==> config.mk <==
export PLATFORM = sky130hd
export DESIGN_NAME = mem_loader
export DESIGN_NICKNAME = d
export VERILOG_FILES = /design/src/rtl/mem_loader_pkg.sv /design/src/rtl/mem_loader_wport.sv /design/src/rtl/mem_loader.sv
export SDC_FILE = /design/constraint.sdc
export NUM_CORES = 1
export LEC_CHECK = 0
export ABC_AREA = 1
export CAP_MARGIN = 20
export CORE_MARGIN = 10
export CORE_UTILIZATION = 45
export DETAILED_ROUTE_END_ITERATION = 8
export PLACE_DENSITY = 0.67
export SYNTH_ARGS = -nofsm -noshare
export SYNTH_HDL_FRONTEND = slang
export SYNTH_SLANG_ARGS = --single-unit
==> constraint.sdc <==
create_clock -name clk -period 3.5 [get_ports clk]
set_input_delay 0.525 -clock clk [delete_from_list [all_inputs] [get_ports clk]]
set_output_delay 0.525 -clock clk [all_outputs]
set_load 0.02 [all_outputs]
==> src/rtl/mem_loader_pkg.sv <==
// Shared definitions for the framed-stream memory loader: command codes,
// FSM state encoding and frame capacity helper.
package mem_loader_pkg;

    localparam int LEN_W = 12;

    localparam logic [7:0] CMD_INST = 8'h01;
    localparam logic [7:0] CMD_DATA = 8'h02;
    localparam logic [7:0] CMD_DONE = 8'hFF;

    typedef enum logic [2:0] {
        ST_IDLE,
        ST_LEN_HI,
        ST_LEN_LO,
        ST_PAYLOAD,
        ST_COOL,
        ST_RUN,
        ST_ERR
    } state_e;

    typedef enum logic {
        TGT_INST,
        TGT_DATA
    } tgt_e;

    // Bytes a single frame may carry without running past the top of memory.
    function automatic int frame_cap(input tgt_e tgt, input int addr_w, input int data_base);
        return (tgt == TGT_DATA) ? (1 << addr_w) - data_base : (1 << addr_w);
    endfunction

endpackage

==> src/rtl/mem_loader_wport.sv <==
// Registered memory write port: a load-able address pointer plus one-cycle
// strobe, address and data registers driven towards one memory.
module mem_loader_wport #(
    parameter int ADDR_W = 12
) (
    input  logic              clk,
    input  logic              reset_,
    input  logic              load,
    input  logic [ADDR_W-1:0] load_addr,
    input  logic              we,
    input  logic [7:0]        wdata,
    output logic [ADDR_W-1:0] addr,
    output logic [7:0]        wr_data,
    output logic              wr
);

    logic [ADDR_W-1:0] ptr_q, ptr_d;
    logic [ADDR_W-1:0] addr_q, addr_d;
    logic [7:0]        data_q, data_d;
    logic              wr_q, wr_d;

    always_comb begin
        ptr_d  = ptr_q;
        addr_d = addr_q;
        data_d = data_q;
        wr_d   = 1'b0;
        if (load) begin
            ptr_d  = load_addr;
            addr_d = load_addr;
        end else if (we) begin
            addr_d = ptr_q;
            data_d = wdata;
            wr_d   = 1'b1;
            ptr_d  = ptr_q + 1'b1;
        end
    end

    always_ff @(posedge clk or negedge reset_) begin
        if (!reset_) begin
            ptr_q  <= '0;
            addr_q <= '0;
            data_q <= '0;
            wr_q   <= 1'b0;
        end else begin
            ptr_q  <= ptr_d;
            addr_q <= addr_d;
            data_q <= data_d;
            wr_q   <= wr_d;
        end
    end

    assign addr    = addr_q;
    assign wr_data = data_q;
    assign wr      = wr_q;

endmodule

==> src/rtl/mem_loader.sv <==
// Frame parser that streams bytes into instruction/data memory, then holds
// the CPU in reset for a cool-off interval after DONE before releasing it.
module mem_loader
    import mem_loader_pkg::*;
#(
    parameter int ADDR_W      = 12,
    parameter int DATA_BASE   = 8,
    parameter int COOL_CYCLES = 32
) (
    input  logic              clk,
    input  logic              reset_,
    input  logic              in_valid,
    input  logic [7:0]        in_data,
    output logic              in_ready,
    output logic [ADDR_W-1:0] i_addr,
    output logic [7:0]        i_wr_data,
    output logic              i_wr,
    output logic [ADDR_W-1:0] d_addr,
    output logic [7:0]        d_wr_data,
    output logic              d_wr,
    output logic              loading,
    output logic              cpu_reset_,
    output logic              err
);

    localparam int CAP_INST = frame_cap(TGT_INST, ADDR_W, DATA_BASE);
    localparam int CAP_DATA = frame_cap(TGT_DATA, ADDR_W, DATA_BASE);
    localparam int COOL_W   = $clog2(COOL_CYCLES + 1);
    localparam logic [COOL_W-1:0] COOL_LAST = COOL_W'(COOL_CYCLES - 1);

    state_e            state_q, state_d;
    tgt_e              tgt_q, tgt_d;
    logic [LEN_W-1:0]  len_q, len_d;
    logic [COOL_W-1:0] cool_q, cool_d;
    logic              in_ready_q, in_ready_d;
    logic              loading_q, loading_d;
    logic              cpu_reset_q, cpu_reset_d;
    logic              err_q, err_d;

    logic              acc;
    logic [LEN_W-1:0]  len_full;
    logic              i_load, d_load, i_we, d_we;

    assign acc      = in_valid & in_ready_q;
    assign len_full = {len_q[LEN_W-1:8], in_data};

    always_comb begin
        state_d = state_q;
        tgt_d   = tgt_q;
        len_d   = len_q;
        cool_d  = cool_q;
        i_load  = 1'b0;
        d_load  = 1'b0;
        i_we    = 1'b0;
        d_we    = 1'b0;
        case (state_q)
            ST_IDLE: if (acc) begin
                case (in_data)
                    CMD_INST: begin tgt_d = TGT_INST; state_d = ST_LEN_HI; end
                    CMD_DATA: begin tgt_d = TGT_DATA; state_d = ST_LEN_HI; end
                    CMD_DONE: begin cool_d = '0;      state_d = ST_COOL;   end
                    default:  state_d = ST_ERR;
                endcase
            end
            ST_LEN_HI: if (acc) begin
                if (in_data[7:4] != 4'h0) begin
                    state_d = ST_ERR;
                end else begin
                    len_d   = {in_data[3:0], 8'h00};
                    state_d = ST_LEN_LO;
                end
            end
            ST_LEN_LO: if (acc) begin
                if (len_full == '0) begin
                    state_d = ST_IDLE;
                end else if (int'(len_full) > ((tgt_q == TGT_DATA) ? CAP_DATA : CAP_INST)) begin
                    state_d = ST_ERR;
                end else begin
                    len_d   = len_full;
                    i_load  = (tgt_q == TGT_INST);
                    d_load  = (tgt_q == TGT_DATA);
                    state_d = ST_PAYLOAD;
                end
            end
            ST_PAYLOAD: if (acc) begin
                i_we  = (tgt_q == TGT_INST);
                d_we  = (tgt_q == TGT_DATA);
                len_d = len_q - 1'b1;
                if (len_q == LEN_W'(1)) state_d = ST_IDLE;
            end
            ST_COOL: begin
                if (cool_q == COOL_LAST) state_d = ST_RUN;
                else                     cool_d  = cool_q + 1'b1;
            end
            default: ;
        endcase

        // Outputs are registered from the next state so they line up with it.
        in_ready_d  = (state_d == ST_IDLE) || (state_d == ST_LEN_HI) ||
                      (state_d == ST_LEN_LO) || (state_d == ST_PAYLOAD);
        loading_d   = (state_d == ST_LEN_HI) || (state_d == ST_LEN_LO) ||
                      (state_d == ST_PAYLOAD) || i_we || d_we;
        cpu_reset_d = (state_d == ST_RUN);
        err_d       = (state_d == ST_ERR);
    end

    always_ff @(posedge clk or negedge reset_) begin
        if (!reset_) begin
            state_q     <= ST_IDLE;
            tgt_q       <= TGT_INST;
            len_q       <= '0;
            cool_q      <= '0;
            in_ready_q  <= 1'b0;
            loading_q   <= 1'b0;
            cpu_reset_q <= 1'b0;
            err_q       <= 1'b0;
        end else begin
            state_q     <= state_d;
            tgt_q       <= tgt_d;
            len_q       <= len_d;
            cool_q      <= cool_d;
            in_ready_q  <= in_ready_d;
            loading_q   <= loading_d;
            cpu_reset_q <= cpu_reset_d;
            err_q       <= err_d;
        end
    end

    mem_loader_wport #(.ADDR_W(ADDR_W)) u_iport (
        .clk       (clk),
        .reset_    (reset_),
        .load      (i_load),
        .load_addr ('0),
        .we        (i_we),
        .wdata     (in_data),
        .addr      (i_addr),
        .wr_data   (i_wr_data),
        .wr        (i_wr)
    );

    mem_loader_wport #(.ADDR_W(ADDR_W)) u_dport (
        .clk       (clk),
        .reset_    (reset_),
        .load      (d_load),
        .load_addr (ADDR_W'(DATA_BASE)),
        .we        (d_we),
        .wdata     (in_data),
        .addr      (d_addr),
        .wr_data   (d_wr_data),
        .wr        (d_wr)
    );

    assign in_ready   = in_ready_q;
    assign loading    = loading_q;
    assign cpu_reset_ = cpu_reset_q;
    assign err        = err_q;

endmodule

Word level (Yosys, flattened, before mapping)

Index checks and enable logic that the tools add are counted.

Logic and storage cells: 122
Register bits: 92

Magnitude comparators: 1
Eq/ne operators: 23
Mux-type cells: 48
$add $sub $neg: 4
Reductions and logical operators: 24
Bitwise operators: 5

Operators by type and width:

| kind                    | count |
|---|---|
| $mux W12                | 11 |
| $pmux W12 S3            | 1 |
| $mux W3                 | 9 |
| $add A12 B1 Y12 const B | 2 |
| $mux W8                 | 3 |
| $mux W6                 | 3 |
| $ne A2 B2 Y1 const B    | 9 |
| $mux W1                 | 16 |
| $pmux W3 S5             | 1 |
| $gt A12 B13 Y1          | 1 |
| $mux W13                | 1 |
| $eq A12 B1 Y1 const B   | 1 |
| $eq A3 B2 Y1 const B    | 4 |
| $logic_not A12 Y1       | 1 |
| $pmux W6 S2             | 1 |
| $sub A12 B1 Y12 const B | 1 |
| $reduce_bool A2 Y1      | 5 |
| $eq A3 B3 Y1 const B    | 3 |
| $eq A8 B1 Y1 const B    | 1 |
| $eq A8 B2 Y1 const B    | 1 |
| $eq A8 B8 Y1 const B    | 1 |
| $logic_or A1 B1 Y1      | 7 |
| $reduce_and A7 Y1       | 1 |
| $add A6 B1 Y6 const B   | 1 |
| other kinds (14)        | 20 |

Depth between registers and ports, before layout

Gate-level depths: netlist of the first run.

Depth after elaboration: 11
Mapped depth: 17
Mapped depth without buffers: 17

Hierarchy

From an unflattened synthesis of the first run, not the netlist that was laid out.

Cells, all modules: 677
Area, all modules: 5276.3 um2

Modules (own cells, without submodules):

| module           | times used | area an instance (um2) | cells an instance | seq. area each (um2) |
|---|---|---|---|---|
| mem_loader_wport | 2          | 1584.0                 | 185               | 825.8 |
| mem_loader       | 1          | 2108.3                 | 307               | 650.6 |

Worst setup path after synthesis of the first run

Ideal clock, no wire load.

Path type: reg2reg
Start point: register tgt_q
End point: register u_iport.addr_q[8], in the netlist u_iport.addr[8]
Setup slack: 1.195 ns
Clock period less this slack: 2.305 ns
Arrival: 2.175 ns
Cell stages (with the launch flop): 15
Data required time: 3.370 ns
Cells stage by stage: dfrtp_1 > inv_1 > ha_1 > nand2_1 > nor3_1 > nand3b_1 > nand2_2 > nand2_2 > nor2_4 > nand2_4 > nand2_4 > inv_4 > buf_6 > nand2_1 > o21ai_0

Cells in the longest elaborated chain, start to end: 7
Elaborated cells on any way between the ends: 11
Classes of those cells: order compare (1); mux (8); bitwise (1); reduce/logical (1)

RTL lines:

| what                                                  | RTL line               | RTL |
|---|---|---|
| from (decl)                                           | mem_loader.sv:32       | `tgt_e tgt_q, tgt_d;` |
| from (signal assigned)                                | mem_loader.sv:119      | `tgt_q <= tgt_d;` |
| $mux W13                                              | mem_loader.sv:76       | `end else if (int'(len_full) > ((tgt_q == TGT_DATA) ? CAP_DATA : CAP_INST)) begin` |
| $gt A12 B13 Y1                                        | mem_loader.sv:76       |  |
| $mux W1                                               | mem_loader.sv:76       |  |
| $mux W1                                               | mem_loader.sv:74       | `if (len_full == '0) begin` |
| $mux W1                                               | mem_loader.sv:73       | `ST_LEN_LO: if (acc) begin` |
| $mux W1                                               | mem_loader.sv:56       | `case (state_q)` |
| $mux W12 / $reduce_bool A2 Y1 (equally long branches) | -                      |  |
| to (signal assigned)                                  | mem_loader_wport.sv:46 | `addr_q <= addr_d;` |
| to (decl)                                             | mem_loader_wport.sv:18 | `logic [ADDR_W-1:0] addr_q, addr_d;` |

Several ways; a longest one is shown, not always the timed one.
A chain may end at the register's enable or synchronous reset.

Worst setup path after layout of the first run

Start point: register tgt_q
End point: register len_q[5]

Cells in the longest elaborated chain, start to end: 4

RTL lines:

| what                               | RTL line          | RTL |
|---|---|---|
| $mux W13                           | mem_loader.sv:76  |  |
| $gt A12 B13 Y1                     | mem_loader.sv:76  |  |
| $ne A2 B2 Y1 (no source line)      | -                 |  |
| $reduce_and A7 Y1 (no source line) | -                 |  |
| to (signal assigned)               | mem_loader.sv:120 | `len_q <= len_d;` |
| to (decl)                          | mem_loader.sv:33  | `logic [LEN_W-1:0] len_q, len_d;` |

Every way passes these cells.

==> results of run 1 <==
==> layout by cell type (no fill, tap or decap), types with 2 or more instances in the layout <==
cell type        instances
a21oi_1                 15
o21ai_1                 11
clkdlybuf4s50_1         55
clkbuf_1                 2
clkbuf_8                 9
o21ai_0                 57
xor2_1                   7
dfrtp_1                 92
o22ai_1                  6
nand2_4                  5
nand4_1                  6
a31oi_1                  5
buf_4                    6
inv_2                    4
nand3_4                  2
nand3b_1                 4
clkinv_2                 2
and3_1                   2
inv_1                   84
nand2_2                  3
clkinv_1                 2
nand2_1                148
nor3_1                   5
nor3_2                   5
ha_1                    15
nand3_1                 37
clkinv_4                 2
nor2_1                  54
inv_4                    2
==> through the flow <==
stage / power [mW] / util, % / instance area (sq um) / std cells
floorplan: 1.095 / - / 4776 / 594
global route: 1.811 / 54.44 / 5620 / 794
CTS: 1.759 / 54.44 / 5620 / 794
finish: 1.742 / 54.44 / 5620 / 794
global placement: 1.138 / 52.90 / 5461 / 779
detailed placement: 1.139 / 52.90 / 5461 / 779
==> routing by layer <==
layer	wire [microns]	share of wire, %
met5	0	0
met4	189	1.7
met3	613	5.6
met2	5057	46
met1	5160	47
==> registers in the layout, indices dropped and copies added (netlist names) <==
signal / count
u_dport.addr: 12
u_iport.wr_data: 8
tgt_q: 1
in_ready: 1
u_dport.wr_data: 8
u_iport.wr: 1
cpu_reset_: 1
u_dport.ptr_q: 12
len_q: 12
state_q: 3
err: 1
loading: 1
u_dport.wr: 1
cool_q: 6
u_iport.ptr_q: 12
u_iport.addr: 12
==> power by group <==
part           switching, mW  total [mW]  internal (mW)
clock network          0.372       0.627          0.255
registers                  0        1.06           1.06
logic                 0.0383      0.0536         0.0153
total                  0.410        1.74           1.33
==> worst paths after layout <==
path                                               end  slack, ps  depth (start not counted)
setup / recovery                  len_q[5]$_DFFE_PN0P_       1020                         12
hold / removal                    u_dport.wr$_DFF_PN0_        250                          1
setup reg to reg                  len_q[5]$_DFFE_PN0P_       1020                         12
hold reg to reg            u_iport.addr[0]$_DFFE_PN0P_        480                          2
max in group asynchronous                err$_DFF_PN0_       2520                          2
min in group clk           u_iport.addr[0]$_DFFE_PN0P_        480                          2
==> critical path: cells and delay by family, from the launching register on <==
family	cells	cell delay (ps)
compound gates	2	250
fa+ha+maj	1	340
buf+inv	2	450
flops	1	380
simple gates	7	920
==> cells by family (layout without fill, tap and decap cells) <==
group           Yosys count  in the layout
flops                    92             92
simple gates            275            275
mux                       1              1
compound gates           99             99
xor+xnor                  8              8
fa+ha+maj                15             15
buf+inv                 104            168
==> cell type report <==
class                   instances  area, sq um
clock buffers                  11        131.4
clock inverters                 4        27.53
fillers                       965         4703
inverters                      92        350.3
multi-input cells             398         2043
flip-flops and latches         92         2302
well taps                     136        170.2
repair buffers                 61        595.6
==> reports/metrics.cfg, run 1 <==
[drt]
wl_mm=11.02
firstDrtPassIters=4
postRouteAntennaNets=0
routedWlPerCell_microns=13.88
dr.first_iter.drc_count=269
dr_total_vias=4042
viasPerCell=5.091
drc=0

[logic_synthesis]
ys_seq_elements=92
avgSynthCellArea_sq_um=8.040
synthTopCellsByArea=dfrtp_1 48%, nand2_1 12%, inv_1 6.6%
synth_fp_nets=620
yosys_warnings=0
synth_ff_type=dfrtp_1
ys_types=38
ys_seq_area_share_pct=48.21
synth-xor-area-share_pct=1.467
synth_top_area_cell=dfrtp_1
synth_fa_ha_area_share_pct=3.930
synth_edf_count=0
synth_compound_area_share_pct=10.95
async_flop_share_pct=100.0
ys_top_cells_by_count=148 x nand2_1, 92 x dfrtp_1, 84 x inv_1, 57 x o21ai_0, 54 x nor2_1
syn_inst=594
synth_top_family_by_area=simple AND/OR/NAND/NOR gates
synth_most_common_cell=nand2_1
synthMuxAreaShare_pct=0.2096
synth-simple-area-share_pct=26.22
yosys.area.top_type_share_pct=48.21
synth_area_sq_um=4776

[cts]
cts-htree-levels=3
cts.sinks=92
cts_buffer_depth=2
cts-buffers-inserted=9
post-cts-setup-buffer-count=0
cts_tree=done
cts_resized=0
cts-root-buf=clkbuf_8
holdBufCountCts=0
insertion_delay_ps=360
clk_pin_slew_worst_paths_ps=90

[floorplan]
die_area_sq_um=15130
start_util_pct=46.26
core_sq_um=10320
fp.dieH_microns=123.0
num_rows=37
die_x_microns=123.0
io_pins=57

[timing]
fin_crit_ps=2481
hold_viol_final=0
holdWs_ps=252.7
rsz0062_at_grt=no
slew_violations=0
fmax_mhz=403.0
tightest_slew_ps=841.8
relSlewSlack_pct=43.88
fin_tns_setup_ps=0
setup_slack_ps=1019
setup_violations=0
fin_crit_sh_pct=70.89
clock_skew_ps=8.568

[pwr]
irDropWorstVdd_mv=0.1521
p_leak_nw=2.814
powerDensity_nw_per_um2=310.0

[status]
status=completed

[worst_setup_path]
critical_path_class=reg2reg
crit_arrival_ps=2710
start_kind=register
worstSetupEndpointType=register
crit_top_cell=nand2_1
max_stage_delay_ps=450
critPathLaunch=tgt_q$_DFFE_PN0P_
path_cells=inv_1 > ha_1 > nand2_1 > inv_1 > nand2_1 > nand2_1 > nand2_1 > nand3_1 > nand2_2 > a21oi_1 > nor2_2 > o21ai_0
critical_path_required_ps=3730
cp_max_fo=16
cp_slowest_cell=nor2_2
r2r_start=tgt_q$_DFFE_PN0P_

[grt]
gr-usage-all-layers_pct=14.92
grt_max_degree=69
grtUsageMet3_pct=2.826
busiest_layer=met2
grt_overflow=0
grt_first_pass_wirelength_mm=18.51
met2_usage_pct=24.20
antenna_found_initial=0
grt_use_met1_pct=19.33
grt_pass1_vias=3906

[place]
dp_hpwl_mm=8.219
pre_cts_slack_ps=771.6
port_buffers=56
place_congestion=0.8616

[final_layout]
fin_nets=680
area_growth_pct=17.68
drive_gt1_share_pct=6.687
num_antenna_cells=0

[hold_path]
hold_class=in2async

[job]
drv_cap=0

No activity file was read; power rests on OpenSTA's default activity.
==> run 2: changes to the inputs <==
clock period = 2.35 ns   (was 3.5 ns; I/O delays follow)
==> reports/metrics.cfg, run 2 (synthesis gave the netlist of run 1 again) <==
[cts]
cts_tree=done
clk_pin_slew_worst_paths_ps=100
cts-buffers-inserted=9
cts_buffer_depth=2
cts.sinks=92
insertion_delay_ps=360
cts-root-buf=clkbuf_8
cts-htree-levels=3

[timing]
slew_violations=0
hold_viol_final=0
clock_skew_ps=19.04
fin_crit_sh_pct=97.55
fmax_mhz=436.2
relSlewSlack_pct=69.21
holdWs_ps=471.2
rsz0062_at_grt=yes
fin_crit_ps=2292
tightest_slew_ps=461.8
setup_violations=0

[final_layout]
multiInputGateArea_sq_um=2151
drive_gt1_share_pct=12.45
layout.cells.most_common_list=144 x nand2_1, 91 x dfrtp_1, 83 x inv_1
fillCellCount=932
area_growth_pct=25.83
fin_nets=705
instances_no_fill=819
layout_commonest_cell=nand2_1
final-seq-area_sq_um=2303
final_cell_area_sq_um=6010
post-route-util_pct=58.21
num_antenna_cells=0

[drt]
routedWlPerCell_microns=14.09
postRouteAntennaNets=0
viasPerCell=5.005
wl_mm=11.54
firstDrtPassIters=5
dr_total_vias=4099
drc=0
dr.first_iter.drc_count=232

[floorplan]
core_sq_um=10320
num_rows=37
fp.dieH_microns=123.0
die_x_microns=123.0
die_area_sq_um=15130
start_util_pct=46.26
io_pins=57

[pwr]
p_leak_nw=2.950
irDropWorstVdd_mv=0.2529
powerDensity_nw_per_um2=457.0
total_power_mw=2.747

[worst_setup_path]
critical_path_class=reg2reg
cp_num_buf_inv=3
crit_arrival_ps=2530
worstSetupEndpointType=register
crit_family=simple AND/OR/NAND/NOR gates
cp_slowest_cell=dfrtp_2
path_cells=buf_12 > clkinvlp_4 > ha_1 > nand3_1 > nor3_2 > nand3b_1 > nand2_4 > nand2_4 > nor2_4 > nand2_4 > nand2_4 > buf_12 > o21ai_0
critical_path_required_ps=2590
crit_top_cell=nand2_4
r2r_setup_slack_ps=60
max_stage_delay_ps=430
start_kind=register
cp_max_fo=6

[grt]
grt_pass1_vias=4070
busiest_layer=met2
grt_first_pass_wirelength_mm=19.00
grt_use_met1_pct=18.99
antenna_found_initial=0
grtUsageMet3_pct=3.373
met2_usage_pct=25.64
grt_overflow=0
grt_max_degree=38
gr-usage-all-layers_pct=15.36

[place]
port_buffers=56
place_inst=798
place_congestion=0.9177
dp_hpwl_mm=8.643
postPlaceCellArea_sq_um=5629

[status]
status=completed

[hold_path]
hold_class=in2async

[job]
drv_cap=0

[run 2: layout make-up]
type / instances / area share, %
flip-flops and latches: 92 / 38.33
multi-input cells: 398 / 35.79
repair buffers: 85 / 13.64
inverters: 92 / 6.017
well taps: 136 / 2.832
clock buffers: 9 / 2.061
clock inverters: 6 / 1.208
repair inverters: 1 / 0.1249
[run 2: per-stage QoR]
| step | setup TNS (ps) | setup WS [ps] |
|---|---|---|
| after global routing | -2790 | -90.68 |
| after floorplan | 0 | 44.59 |
| final | 0 | 57.66 |
| after CTS | 0 | 87.15 |
| after global placement | -86.07 | -26.19 |
| after detailed placement | -362.8 | -53.85 |
[run 2: final timing paths]
path	from	to	cells after the start
min in group clk	u_iport.addr[11]$_DFFE_PN0P_	u_iport.addr[11]$_DFFE_PN0P_	2
min	reset_	u_dport.addr[10]$_DFFE_PN0P_	2
max in group asynchronous	reset_	u_iport.addr[2]$_DFFE_PN0P_	3
min reg2reg	u_iport.addr[11]$_DFFE_PN0P_	u_iport.addr[11]$_DFFE_PN0P_	2
max reg2reg	tgt_q$_DFFE_PN0P_	u_iport.ptr_q[5]$_DFFE_PN0P_	13
max	tgt_q$_DFFE_PN0P_	u_iport.ptr_q[5]$_DFFE_PN0P_	13
[run 2: power breakdown]
group	total (mW)	internal [mW]	leakage, nW	switching (mW)
clock network	1.06	0.497	0.0963	0.567
logic	0.101	0.0371	1.75	0.0635
registers	1.58	1.58	1.11	0
[run 2: layer usage]
metal  up-vias  wire, microns
met5         -              0
li1       2065              -
met3        21            638
met2       113           5494
met1      1900           5132
met4         0            271
[run 2: timing repair]
action / CTS / global route
buffers inserted: 0 / 4
gates resized for setup: 0 / 29
hold buffers: 1 / 0
setup endpoints to repair: 0 / 43
hold endpoints to repair: 34 / 0
